--- config.mk ---
export PLATFORM = sky130hd
export DESIGN_NAME = port_bank
export DESIGN_NICKNAME = d
export VERILOG_FILES = /design/src/rtl/port_bank.sv
export SDC_FILE = /design/constraint.sdc
export NUM_CORES = 1
export LEC_CHECK = 0
export ABC_AREA = 1
export CAP_MARGIN = 20
export CORE_UTILIZATION = 40
export CTS_CLUSTER_DIAMETER = 30
export CTS_CLUSTER_SIZE = 8
export DETAILED_ROUTE_END_ITERATION = 7
export PLACE_DENSITY_LB_ADDON = 0.25
export SYNTH_ARGS = -nofsm -noshare
export SYNTH_HDL_FRONTEND = slang
export SYNTH_SLANG_ARGS = --single-unit
--- constraint.sdc ---
create_clock -name clock -period 23.8 [get_ports clock]
set_clock_uncertainty 0.1 [all_clocks]
set_input_delay 4.76 -clock clock [delete_from_list [all_inputs] [get_ports clock]]
set_output_delay 4.76 -clock clock [all_outputs]
set_load 0.05 [all_outputs]
--- src/rtl/port_bank.sv ---
// port_bank: CPU-mapped bank of output registers, synchronized input ports,
// change-detect flags with write-1-to-clear status words, interrupt mask
// words, and a level-sensitive change interrupt.
module port_bank #(
  parameter int DATA_WIDTH = 8,
  parameter int ADDR_WIDTH = 8,
  parameter int NUM_PORTS  = 16,
  parameter int BASE_OUT   = 'hE0,
  parameter int BASE_IN    = 'hF0,
  parameter int CTRL_BASE  = 'hD0
) (
  input  logic                            clock,
  input  logic                            reset,
  input  logic [ADDR_WIDTH-1:0]           address,
  input  logic [DATA_WIDTH-1:0]           data_in,
  input  logic                            write,
  output logic [DATA_WIDTH-1:0]           data_out,
  input  logic [NUM_PORTS*DATA_WIDTH-1:0] port_in,
  output logic [NUM_PORTS*DATA_WIDTH-1:0] port_out,
  output logic                            irq
);

  // Status/mask word count; flag and mask vectors are padded to whole words.
  localparam int NW = (NUM_PORTS + DATA_WIDTH - 1) / DATA_WIDTH;
  localparam int PW = NUM_PORTS * DATA_WIDTH;
  localparam int FW = NW * DATA_WIDTH;

  logic [PW-1:0]         out_q,   out_d;
  logic [PW-1:0]         sync1_q, sync1_d;
  logic [PW-1:0]         sync2_q, sync2_d;
  logic [PW-1:0]         prev_q,  prev_d;
  logic [FW-1:0]         flags_q, flags_d;
  logic [FW-1:0]         mask_q,  mask_d;
  logic [DATA_WIDTH-1:0] rdata_q, rdata_d;

  logic [FW-1:0]         chg;
  int                    off_out, off_in, off_ctrl;

  // Offsets of the address into each window; a hit is an offset in range.
  always_comb begin
    off_out  = int'(address) - BASE_OUT;
    off_in   = int'(address) - BASE_IN;
    off_ctrl = int'(address) - CTRL_BASE;
  end

  // Change detect: synchronized value differs from last cycle's value.
  always_comb begin
    chg = '0;
    for (int i = 0; i < NUM_PORTS; i++) begin
      chg[i] = (sync2_q[i*DATA_WIDTH +: DATA_WIDTH] != prev_q[i*DATA_WIDTH +: DATA_WIDTH]);
    end
  end

  // Next-state for output registers, synchronizer chain, flags and mask.
  always_comb begin
    out_d   = out_q;
    sync1_d = port_in;
    sync2_d = sync1_q;
    prev_d  = sync2_q;
    flags_d = '0;
    mask_d  = '0;
    for (int i = 0; i < NUM_PORTS; i++) begin
      if (write && off_out == i) begin
        out_d[i*DATA_WIDTH +: DATA_WIDTH] = data_in;
      end
    end
    for (int k = 0; k < NW; k++) begin
      for (int j = 0; j < DATA_WIDTH; j++) begin
        if (k*DATA_WIDTH + j < NUM_PORTS) begin
          // A new change outranks a simultaneous write-1-to-clear.
          flags_d[k*DATA_WIDTH + j] = chg[k*DATA_WIDTH + j] |
            (flags_q[k*DATA_WIDTH + j] & ~(write && off_ctrl == k && data_in[j]));
          mask_d[k*DATA_WIDTH + j] = (write && off_ctrl == NW + k) ?
            data_in[j] : mask_q[k*DATA_WIDTH + j];
        end
      end
    end
  end

  // Read mux from pre-edge state; unmapped addresses return zero.
  always_comb begin
    rdata_d = '0;
    for (int i = 0; i < NUM_PORTS; i++) begin
      if (off_out == i) rdata_d = out_q[i*DATA_WIDTH +: DATA_WIDTH];
      if (off_in == i)  rdata_d = sync2_q[i*DATA_WIDTH +: DATA_WIDTH];
    end
    for (int k = 0; k < NW; k++) begin
      if (off_ctrl == k)      rdata_d = flags_q[k*DATA_WIDTH +: DATA_WIDTH];
      if (off_ctrl == NW + k) rdata_d = mask_q[k*DATA_WIDTH +: DATA_WIDTH];
    end
  end

  // State registers; reset clears everything including the data path.
  always_ff @(posedge clock or posedge reset) begin
    if (reset) begin
      out_q   <= '0;
      sync1_q <= '0;
      sync2_q <= '0;
      prev_q  <= '0;
      flags_q <= '0;
      mask_q  <= '0;
      rdata_q <= '0;
    end else begin
      out_q   <= out_d;
      sync1_q <= sync1_d;
      sync2_q <= sync2_d;
      prev_q  <= prev_d;
      flags_q <= flags_d;
      mask_q  <= mask_d;
      rdata_q <= rdata_d;
    end
  end

  assign port_out = out_q;
  assign data_out = rdata_q;
  assign irq      = |(flags_q & mask_q);

endmodule

==> summary.md, run 1 <==
| Metric | Value |
|---|---|
| Core Area | 49400 µm² |
| Endpoints failing hold | 0 |
| First-pass DRT Iterations | 6 |
| Port bufs | 283 |
| CTS tree | yes |
| #FFs+latches synth | 552 |
| Worst setup EP type | flop |
| Post-synth ARST share | 100% |
| Area contributors post-synth | dfrtp_1, nand2_1, xor2_1 |
| Clock transition at the registers of the reported paths | 0.05 ns |
| Number of enable flip-flop cells after synthesis | 0 |
| Worst-Skew Late Latency | 0.63 ns |
| TritonCTS buffer count | 107 |
| First-pass GRT wire length | 90500 µm |
| Synth unique cells | 39 |
| Die Y | 227 µm |
| M2 GR Usage | 38.5% |
| Period Utilization, post-route | 34.4% |
| Sequential area share after synthesis | 68.5% |
| Required time worst endpoint | 24.21 ns |
| Gpl congestion | 0.924 |
| Slew Limit Headroom | 21.9% |
| Crit Reg-Reg Endpoint | data_out[0] |
| Final TNS setup | 0 ns |
| VDD IR max | 0.0000566 V |
| Top FF cell, synth | dfrtp_1 |
| Largest net degree at the start of global routing | 189 |
| P_leak | 0.0121 µW |
| Wire per inst | 20.3 µm |
| Worst-case hold path end point | prev_d[91] |
| Syn-to-layout area delta | 35.7% |
| CTS root buffer | clkbuf_16 |
| Crit Path Max Fanout | 12 |
| Mapped Area | 20200 µm² |
| Setup bufs post-CTS | 0 |
| Top-area cell type share of the netlist area | 68.5% |
| Clock sinks | 552 |
| HP Start | sync1_q[91] |
| Clock buffer depth | 3 |
| Worst Hold Slack | 0.239 ns |
| Max-slew violations | 0 |
| Met1 Use GR | 30.9% |
| Gr busiest metal | met2 |
| Layout cells sized above 1 | 9.74% |
| RSZ-0062 raised after global routing | no |
| Top cell by count, worst path | nand2_1 |
| Total track usage | 23.9% |
| Status | finished clean |
| Startpoint types | input port |
| Hold buffer count at CTS | 0 |
| Row count | 81 |
| Power per cell area | 94.5 nW/µm² |
| Max Cap Viol | 0 |
| Syn nets | 2017 |
| DRC viols | 0 |
| H-tree depth | 3 |
| Mean post-synth cell area | 10.8 µm² |
| GRT overflow | 0 |
| Die area | 51300 µm² |
| Number of global-route vias before repair | 15216 |
| Vias per cell | 5.01 |
| Worst-margin pin slew | 1.17 ns |
| Initial antenna violation count | 2 |
| Reg2reg setup slack | 21.01 ns |
| Drt total wl | 60000 µm |
| RR Startpoint | port_out[0] |
| DR iter-0 viols | 1244 |
| Routed vias | 14799 |
| Reg2reg path depth | 22 |
| DRT antenna net count | 0 |
| Final HPWL DP | 42200 µm |
| IO Count | 284 |
| Slowest CP cell | clkdlybuf4s50_1 |
| Crit-path max cell delay | 0.63 ns |
| Synth warnings | 0 |
| Global Route met3 Usage | 5.59% |
| Setup violators final | 0 |
| Critical Path AT | 8.59 ns |
| Synthesized instance count | 1868 |
| # nets final | 2365 |
| Minimum clock period | 8.18 ns |
| Post-synth top area cell | dfrtp_1 |
| Hold Path Cell Cnt | 0 |
| CP Class | input port to flop |
| Gates resized, CTS repair | 0 |
| Die W | 227 µm |
| Fillers | 4143 |
| Hold Path Class | flop to flop |
| Starting Density | 40.9% |
| Fmax achieved | 122 MHz |
-- how the worst max path moves through the flow --
stage,slack (ns),depth (start not counted),startpoint,endpoint
after floorplan,3.51,1,reset,data_out[0]
after global placement,15.33,27,address[5],data_out[7]
after detailed placement,15.14,27,address[5],data_out[0]
after CTS,15.80,27,address[5],data_out[0]
after global routing,15.30,26,address[5],data_out[1]
final,15.62,27,address[5],data_out[0]
-- synth_stat cells, types with 4 or more instances --
cell and n:
a21oi_1 9, inv_2 9, clkbuf_1 45, nor2_2 6
nand2_1 489, nor3_2 5, xor2_1 113, nor2_1 142
nand4_1 77, xnor2_1 12, or2_2 9, dfrtp_1 552
o21ai_0 163, and2_1 4, nor3_1 9, nand3_1 36
inv_1 119, nor4_1 29, nand2_2 5, a221oi_1 4
-- worst max-delay path, delay by kind of cell --
kind / cells / cell delay (ns)
AOI/OAI and AO/OA: 1 / 0.13
and+or+nand+nor: 23 / 2.64
buffers and inverters: 2 / 0.73
adders and majority gates: 1 / 0.33
-- routing by layer --
metal,wire [µm],up-vias
li1,-,6732
met1,24800,7247
met4,2290,0
met3,4330,148
met5,0,-
met2,28500,672
-- where the power goes --
group          total [µW]  internal (µW)  switching (µW)
logic                97.9           40.8            57.1
registers            1000            977            27.6
clock network        1480           1020             465
-- area by class of cell --
type	instances	area [µm²]	area share (%)
clock inverters	45	612	2.23
repair buffers	291	2970	10.8
flip-flops and latches	552	13800	50.4
multi-input cells	1132	5640	20.6
diodes	2	5.00	0.0183
inverters	132	505	1.85
clock buffers	138	3020	11.0
well taps	664	831	3.03
-- kinds of logic after synthesis --
logic type / share of synthesized area (%)
and+or+nand+nor: 17.7
DFF: 68.5
AOI/OAI and AO/OA: 4.74
buffers and inverters: 3.58
xor gates and xnor gates: 5.43
adders and majority gates: 0.124
-- placed cells by master, fill, tap and decap left out, drive strengths merged, types with 9 or more instances in the layout --
| master | n |
|---|---|
| clkdlybuf4s50 | 283 |
| xnor2 | 12 |
| clkbuf | 138 |
| a21oi | 9 |
| nor2 | 151 |
| nor3 | 16 |
| nand4 | 77 |
| dfrtp | 552 |
| inv | 131 |
| o21ai | 166 |
| xor2 | 113 |
| nand2 | 494 |
| or2 | 10 |
| clkinv | 25 |
| nor4 | 29 |
| bufinv | 13 |
| nand3 | 38 |
-- stage by stage --
step / cell area, µm² / utilization, % / total power (µW) / setup slack, ns / instances
2_1_floorplan: 20200 / - / 1060 / 3.51 / 1868
3_3_place_gp: 23700 / 48.0 / 1110 / 15.33 / 2768
3_5_place_dp: 23700 / 48.1 / 1120 / 15.14 / 2770
4_1_cts: 27400 / 55.4 / 2610 / 15.80 / 2953
5_1_grt: 27400 / 55.5 / 2670 / 15.30 / 2956
6_report: 27400 / 55.5 / 2590 / 15.62 / 2956
-- flip-flops by register name (all words and copies together), names as in the netlist --
register  flops
prev_d      128
sync1_q     128
mask_q       16
flags_q      16
data_out      8
prev_q      128
port_out    128
(Power assumes the default switching activity.)
==> inputs of run 2 (changes only) <==
clock period = 7.8 ns   (was 23.8 ns; I/O delays follow)
==> run 2 against run 1 <==
Final cell count rose by 0.54%. Wire length rose by 1.7%. Final area rose by 1.1%. Sequential power rose to 3.1 times the previous value. Clock-buffer cell count rose by 1. Critical path type unchanged. Largest cell class unchanged.
==> summary.md, run 2 (synthesis results as in run 1) <==
| Metric | Value |
|---|---|
| CP Class | input port to flop (unchanged) |
| Port bufs | 283 (unchanged) |
| Sequential Power Share | 37.5% (was 38.8%) |
| Worst setup EP type | flop (unchanged) |
| Hold buffer count at CTS | 0 (unchanged) |
| # nets final | 2374 (was 2365) |
| Comb power frac | 3.7% (was 3.8%) |
| CTS tree | yes (unchanged) |
| Crit-path max cell delay | 0.65 ns (was 0.63 ns) |
| Layout cells sized above 1 | 10.3% (was 9.74%) |
| H-tree depth | 3 (unchanged) |
| Power per cell area | 295 nW/µm² (was 94.5 nW/µm²) |
| VDD IR max | 0.000179 V (was 0.0000566 V) |
| Number of global-route vias before repair | 15272 (was 15216) |
| Gpl congestion | 0.936 (was 0.924) |
| Drt total wl | 61000 µm (was 60000 µm) |
| GRT overflow | 0 (unchanged) |
| Period Utilization, post-route | 67.0% |
| Syn-to-layout area delta | 37.2% (was 35.7%) |
| Die area | 51300 µm² (unchanged) |
| Crit-path leading delay family | simple AND/OR/NAND/NOR gates (unchanged) |
| Required time worst endpoint | 8.21 ns (was 24.21 ns) |
| Top cell by count, worst path | nand2_1 (unchanged) |
| IO Count | 284 (unchanged) |
| Most frequent cells in the layout | dfrtp_1, nand2_1, clkdlybuf4s50_1, o21ai_0, nor2_1 (unchanged) |
| Die W | 227 µm (unchanged) |
| Total track usage | 24.5% (was 23.9%) |
| Clock transition at the registers of the reported paths | 0.05 ns (about the same) |
| Initial antenna violation count | 1 (was 2) |
| Minimum clock period | 5.23 ns |
| Worst Hold Slack | 0.232 ns (was 0.239 ns) |
| DRC viols | 0 (unchanged) |
| Routed vias | 14869 (was 14799) |
| Crit Path Max Fanout | 12 (unchanged) |
| Reg2reg setup slack | 5.04 ns (was 21.01 ns) |
| First-pass DRT Iterations | 6 (unchanged) |
| CTS root buffer | clkbuf_16 (unchanged) |
| Total Power | 8180 µW (was 2590 µW) |
| Endpoints failing hold | 0 (unchanged) |
| RSZ-0062 raised after global routing | no (unchanged) |
| Slew Limit Headroom | 23.7% (was 21.9%) |
| Sw Pwr | 1740 µW (was 549 µW) |
| P_leak | 0.0122 µW (was 0.0121 µW) |
| Internal power | 6440 µW (was 2040 µW) |
| TritonCTS buffer count | 112 (was 107) |
| Critical Path AT | 5.64 ns (was 8.59 ns) |
| Clock network power share | 58.8% (was 57.4%) |
| Max-slew violations | 0 (unchanged) |
| Slowest CP cell | clkdlybuf4s50_1 (unchanged) |
| Fmax achieved | 191 MHz |
| Wire per inst | 20.5 µm (was 20.3 µm) |
| Fillers | 4154 (was 4143) |
| Worst-margin pin slew | 1.14 ns (was 1.17 ns) |
| Setup violators final | 0 (unchanged) |
| Final TNS setup | 0 ns (unchanged) |
| Clock sinks | 552 (unchanged) |
| Setup bufs post-CTS | 0 (unchanged) |
| Worst path buffer plus inverter count | 4 (was 2) |
| Largest net degree at the start of global routing | 172 (was 189) |
| Hold Path Class | flop to flop (unchanged) |
| Vias per cell | 5.00 (was 5.01) |
| Startpoint types | input port (unchanged) |
| Most common cell after layout, fill and taps aside | dfrtp_1 (unchanged) |
| Core Area | 49400 µm² (unchanged) |
| Worst-Skew Late Latency | 0.65 ns (was 0.63 ns) |
| Row count | 81 (unchanged) |
| Starting Density | 40.9% (unchanged) |
| Max Cap Viol | 0 (unchanged) |
| DR iter-0 viols | 1106 (was 1244) |
| Die Y | 227 µm (unchanged) |
| Net Sw Frac | 21.3% (was 21.2%) |
| Clock buffer depth | 3 (unchanged) |
| Final HPWL DP | 43100 µm (was 42200 µm) |
| Status | finished clean (unchanged) |
| Gates resized, CTS repair | 0 (unchanged) |
| First-pass GRT wire length | 92100 µm (was 90500 µm) |
| DRT antenna net count | 0 (unchanged) |
## run 2: cell types whose count changed in the layout (fill, tap and decap cells not counted), sizes merged
cell / delta
buf: +4
bufinv: +5
clkbuf: +1
clkinv: +7
clkinvlp: +2
diode: -1
inv: -2
## run 2: worst register-to-register path, cell delays in order (launching register included)
cell and delay [ns]:
dfrtp_1 0.41, inv_1 0.08, nor2_2 0.04, nand2_1 0.06
nand3_1 0.08, o21ai_1 0.10, nand4_1 0.16, nand2_1 0.14
nand4_1 0.12, nand2_1 0.10, nand4_1 0.10, nand2_1 0.09
nand4_1 0.08, nand2_1 0.12, nand4_1 0.10, nand2_1 0.11
nand4_1 0.10, nand2_1 0.12, nand4_1 0.10, nand2_1 0.11
nand4_1 0.09, nand2_1 0.06, nand2_1 0.07
## run 2: worst paths after layout
path	from	endpoint	depth (start not counted)
min in group asynchronous	reset	prev_d[44]	2
min reg2reg	sync1_q[87]	prev_d[87]	0
min	sync1_q[87]	prev_d[87]	0
max	address[5]	data_out[0]	27
max in group asynchronous	reset	sync1_q[63]	4
max reg2reg	port_out[0]	data_out[0]	22
## run 2: routing by layer
metal	vias to the layer above	wire, µm	track usage [%]
li1	6745	-	-
met1	7343	24900	31.6
met2	629	29200	39.0
met3	150	4650	6.18
met4	2	2240	11.0
met5	-	9	0
## run 2: area by class of cell
type | instances | area, µm² | area share [%]
inverter | 132 | 502 | 1.81
sequential | 552 | 13800 | 49.9
tap | 664 | 831 | 3.00
multi-input combinational | 1132 | 5640 | 20.4
timing repair buffer | 295 | 3030 | 10.9
clock buffer | 139 | 3060 | 11.0
clock inverter | 57 | 811 | 2.93
antenna | 1 | 2.50 | 0.00904
## run 2: power groups by stage
stage               logic [µW]  clock network (µW)  registers (µW)
finish                     305                4810            3070
global route               334                5030            3070
CTS                        305                4880            3070
detailed placement         302                   0            3110
global placement           298                   0            3110
floorplan                  131                   0            3100
## run 2: stage by stage
| stage | worst slack (ns) | instance area [µm²] | cells | utilization, % |
|---|---|---|---|---|
| 5_1_grt | 2.36 | 27700 | 2971 | 56.1 |
| 3_5_place_dp | 1.99 | 23700 | 2772 | 48.1 |
| 4_1_cts | 2.66 | 27600 | 2968 | 55.9 |
| 3_3_place_gp | 1.99 | 23700 | 2771 | 48.0 |
| 2_1_floorplan | -1.37 | 20200 | 1868 | - |
| 6_report | 2.57 | 27700 | 2972 | 56.1 |
==> inputs of run 3 (changes only) <==
clock period = 5.1 ns   (was 7.8 ns; I/O delays follow)
==> run 3 against run 2 <==
Die area unchanged. Clock power is 49% higher. Sequential share of layout area shrank 0.26 points. Total power increased by 51%. Via count rose by 0.41%. Wire length decreased by 0.83%. Final area up 0.52%. Worst setup slack worse by 1.7 ns. Utilization up 0.29 points. Sequential power is 53% higher. Critical path type unchanged. Highest routed layer unchanged.
==> summary.md, run 3 (synthesis results as in run 1) <==
| Metric | Value |
|---|---|
| Status | finished clean (unchanged) |
| TritonCTS buffer count | 111 (was 112) |
| Total track usage | 24.1% (was 24.5%) |
| Gates resized, CTS repair | 0 (unchanged) |
| Worst path buffer plus inverter count | 3 (was 4) |
| Period Utilization, post-route | 82.3% |
| Endpoints failing hold | 0 (unchanged) |
| First-pass DRT Iterations | 6 (unchanged) |
| Max Cap Viol | 0 (unchanged) |
| Worst-margin pin slew | 1.19 ns (was 1.14 ns) |
| Worst setup margin | 0.902 ns (was 2.57 ns) |
| Die W | 227 µm (unchanged) |
| CTS tree | yes (unchanged) |
| Most common cell after layout, fill and taps aside | dfrtp_1 (unchanged) |
| Routed wire length on met3 | 4250 µm (was 4650 µm) |
| Most frequent cells in the layout | dfrtp_1, nand2_1, clkdlybuf4s50_1, o21ai_0, nor2_1 (unchanged) |
| Wire per inst | 20.2 µm (was 20.5 µm) |
| Crit-path max cell delay | 0.64 ns (was 0.65 ns) |
| Gpl congestion | 0.973 (was 0.936) |
| Dpl cell area | 24000 µm² (was 23700 µm²) |
| Number of global-route vias before repair | 15505 (was 15272) |
| Hold buffer count at CTS | 0 (unchanged) |
| First-pass GRT wire length | 91400 µm (was 92100 µm) |
| Cells along the critical path | clkdlybuf4s50_1, inv_2, ha_1, nand3_1, nor2_2, inv_2, nor3_1, nand2_1, nand4_1, nor2_1, nand4_1, nor2_1, nand4_1, nand2_1, nand4_1, nand2_1, nand4_1, nand2_1, nand4_1, nand2_1, nand4_1 |
| Top cell by count, worst path | nand4_1 (was nand2_1) |
| Required time worst endpoint | 5.57 ns (was 8.21 ns) |
| DR iter-0 viols | 1108 (was 1106) |
| Crit-path leading delay family | simple AND/OR/NAND/NOR gates (unchanged) |
| Final HPWL DP | 43200 µm (was 43100 µm) |
| Minimum clock period | 4.20 ns |
| Syn-to-layout area delta | 37.9% (was 37.2%) |
| CTS root buffer | clkbuf_16 (unchanged) |
| Setup violators final | 0 (unchanged) |
| Fin area | 27800 µm² (was 27700 µm²) |
| Critical Path AT | 4.67 ns (was 5.64 ns) |
| IO Count | 284 (unchanged) |
| Core Area | 49400 µm² (unchanged) |
| DRT antenna net count | 0 (unchanged) |
| Clock sinks | 552 (unchanged) |
| Power per cell area | 444 nW/µm² (was 295 nW/µm²) |
| # nets final | 2395 (was 2374) |
| Port bufs | 283 (unchanged) |
| Routed vias | 14930 (was 14869) |
| Drt total wl | 60500 µm (was 61000 µm) |
| Worst setup EP type | flop (unchanged) |
| Setup bufs post-CTS | 0 (unchanged) |
| Clock buffer depth | 3 (unchanged) |
| Row count | 81 (unchanged) |
| Die area | 51300 µm² (unchanged) |
| RSZ-0062 raised after global routing | no (unchanged) |
| Hold Path Class | flop to flop (unchanged) |
| Max-slew violations | 0 (unchanged) |
| Clock transition at the registers of the reported paths | 0.05 ns (about the same) |
| Final TNS setup | 0 ns (unchanged) |
| Largest net degree at the start of global routing | 111 (was 172) |
| Layout cells sized above 1 | 11.1% (was 10.3%) |
| Die Y | 227 µm (unchanged) |
| Worst Hold Slack | 0.238 ns (was 0.232 ns) |
| Initial antenna violation count | 2 (was 1) |
| Slew Limit Headroom | 20.5% (was 23.7%) |
| H-tree depth | 3 (unchanged) |
| GRT overflow | 0 (unchanged) |
| Worst-Skew Late Latency | 0.66 ns (was 0.65 ns) |
| Dpl ws | 0.250 ns (was 1.99 ns) |
| Max Used Layer | met5 (unchanged) |
| Fmax achieved | 238 MHz |
| Crit Path Max Fanout | 11 (was 12) |
| DRC viols | 0 (unchanged) |
| Met2 WL | 28700 µm (was 29200 µm) |
| Startpoint types | input port (unchanged) |
| VDD IR max | 0.000270 V (was 0.000179 V) |
| P_leak | 0.0123 µW (was 0.0122 µW) |
| CP Class | input port to flop (unchanged) |
| Starting Density | 40.9% (unchanged) |
| Vias per cell | 4.99 (was 5.00) |
| Slowest CP cell | clkdlybuf4s50_1 (unchanged) |
| Routed metal-1 wire length | 25200 µm (was 24900 µm) |
==> run 3: changes by cell type in the layout (fill, tap and decap cells not counted), sizes merged <==
cell / delta
inv: +2
buf: +22
clkbuf: -3
clkinvlp: +2
bufinv: -5
==> run 3: power breakdown <==
group	switching (µW)	internal [µW]	leakage, µW
combinational	270	200	0.00374
clock	2340	4850	0.00183
sequential	126	4560	0.00673
total	2740	9610	0.0123
==> run 3: area by class of cell <==
class / count / area (µm²)
Antenna cell: 1 / 2.50
Clock buffer: 136 / 3020
Clock inverter: 56 / 792
Fill cell: 4158 / 21500
Inverter: 132 / 502
Multi-Input combinational cell: 1132 / 5640
Sequential cell: 552 / 13800
Tap cell: 664 / 831
Timing Repair Buffer: 317 / 3220
==> run 3: per-stage QoR <==
| step | std cells | total power, µW | util (%) |
|---|---|---|---|
| after global placement | 2794 | 5210 | 48.5 |
| after floorplan | 1868 | 4940 | - |
| after detailed placement | 2796 | 5220 | 48.6 |
| final | 2990 | 12300 | 56.4 |
| after CTS | 2988 | 12500 | 56.3 |
| after global routing | 2990 | 12700 | 56.4 |
==> run 3: path summary, 6_finish.rpt <==
check                                 start  slack, ns  cells past startpoint     endpoint
worst max-delay path             address[5]       0.90                     21  data_out[3]
min in group asynchronous             reset       0.69                      2  sync1_q[30]
worst max register to register  port_out[6]       2.32                     18  data_out[6]
worst min register to register  sync1_q[66]       0.24                      0   prev_d[66]
max in group asynchronous             reset       3.19                      4  prev_d[107]
worst min-delay path            sync1_q[66]       0.24                      0   prev_d[66]
==> run 3: metal layers <==
layer	track usage (%)	up-vias
li1	-	6788
met4	10.6	2
met3	6.00	148
met2	38.3	569
met5	0	-
met1	31.4	7423
==> run 3: worst reg2reg max path, delay by kind of cell, from the launching register on <==
| kind | cells | cell delay, ns |
|---|---|---|
| AND/OR/NAND/NOR | 18 | 2.12 |
| flip-flops | 1 | 0.43 |
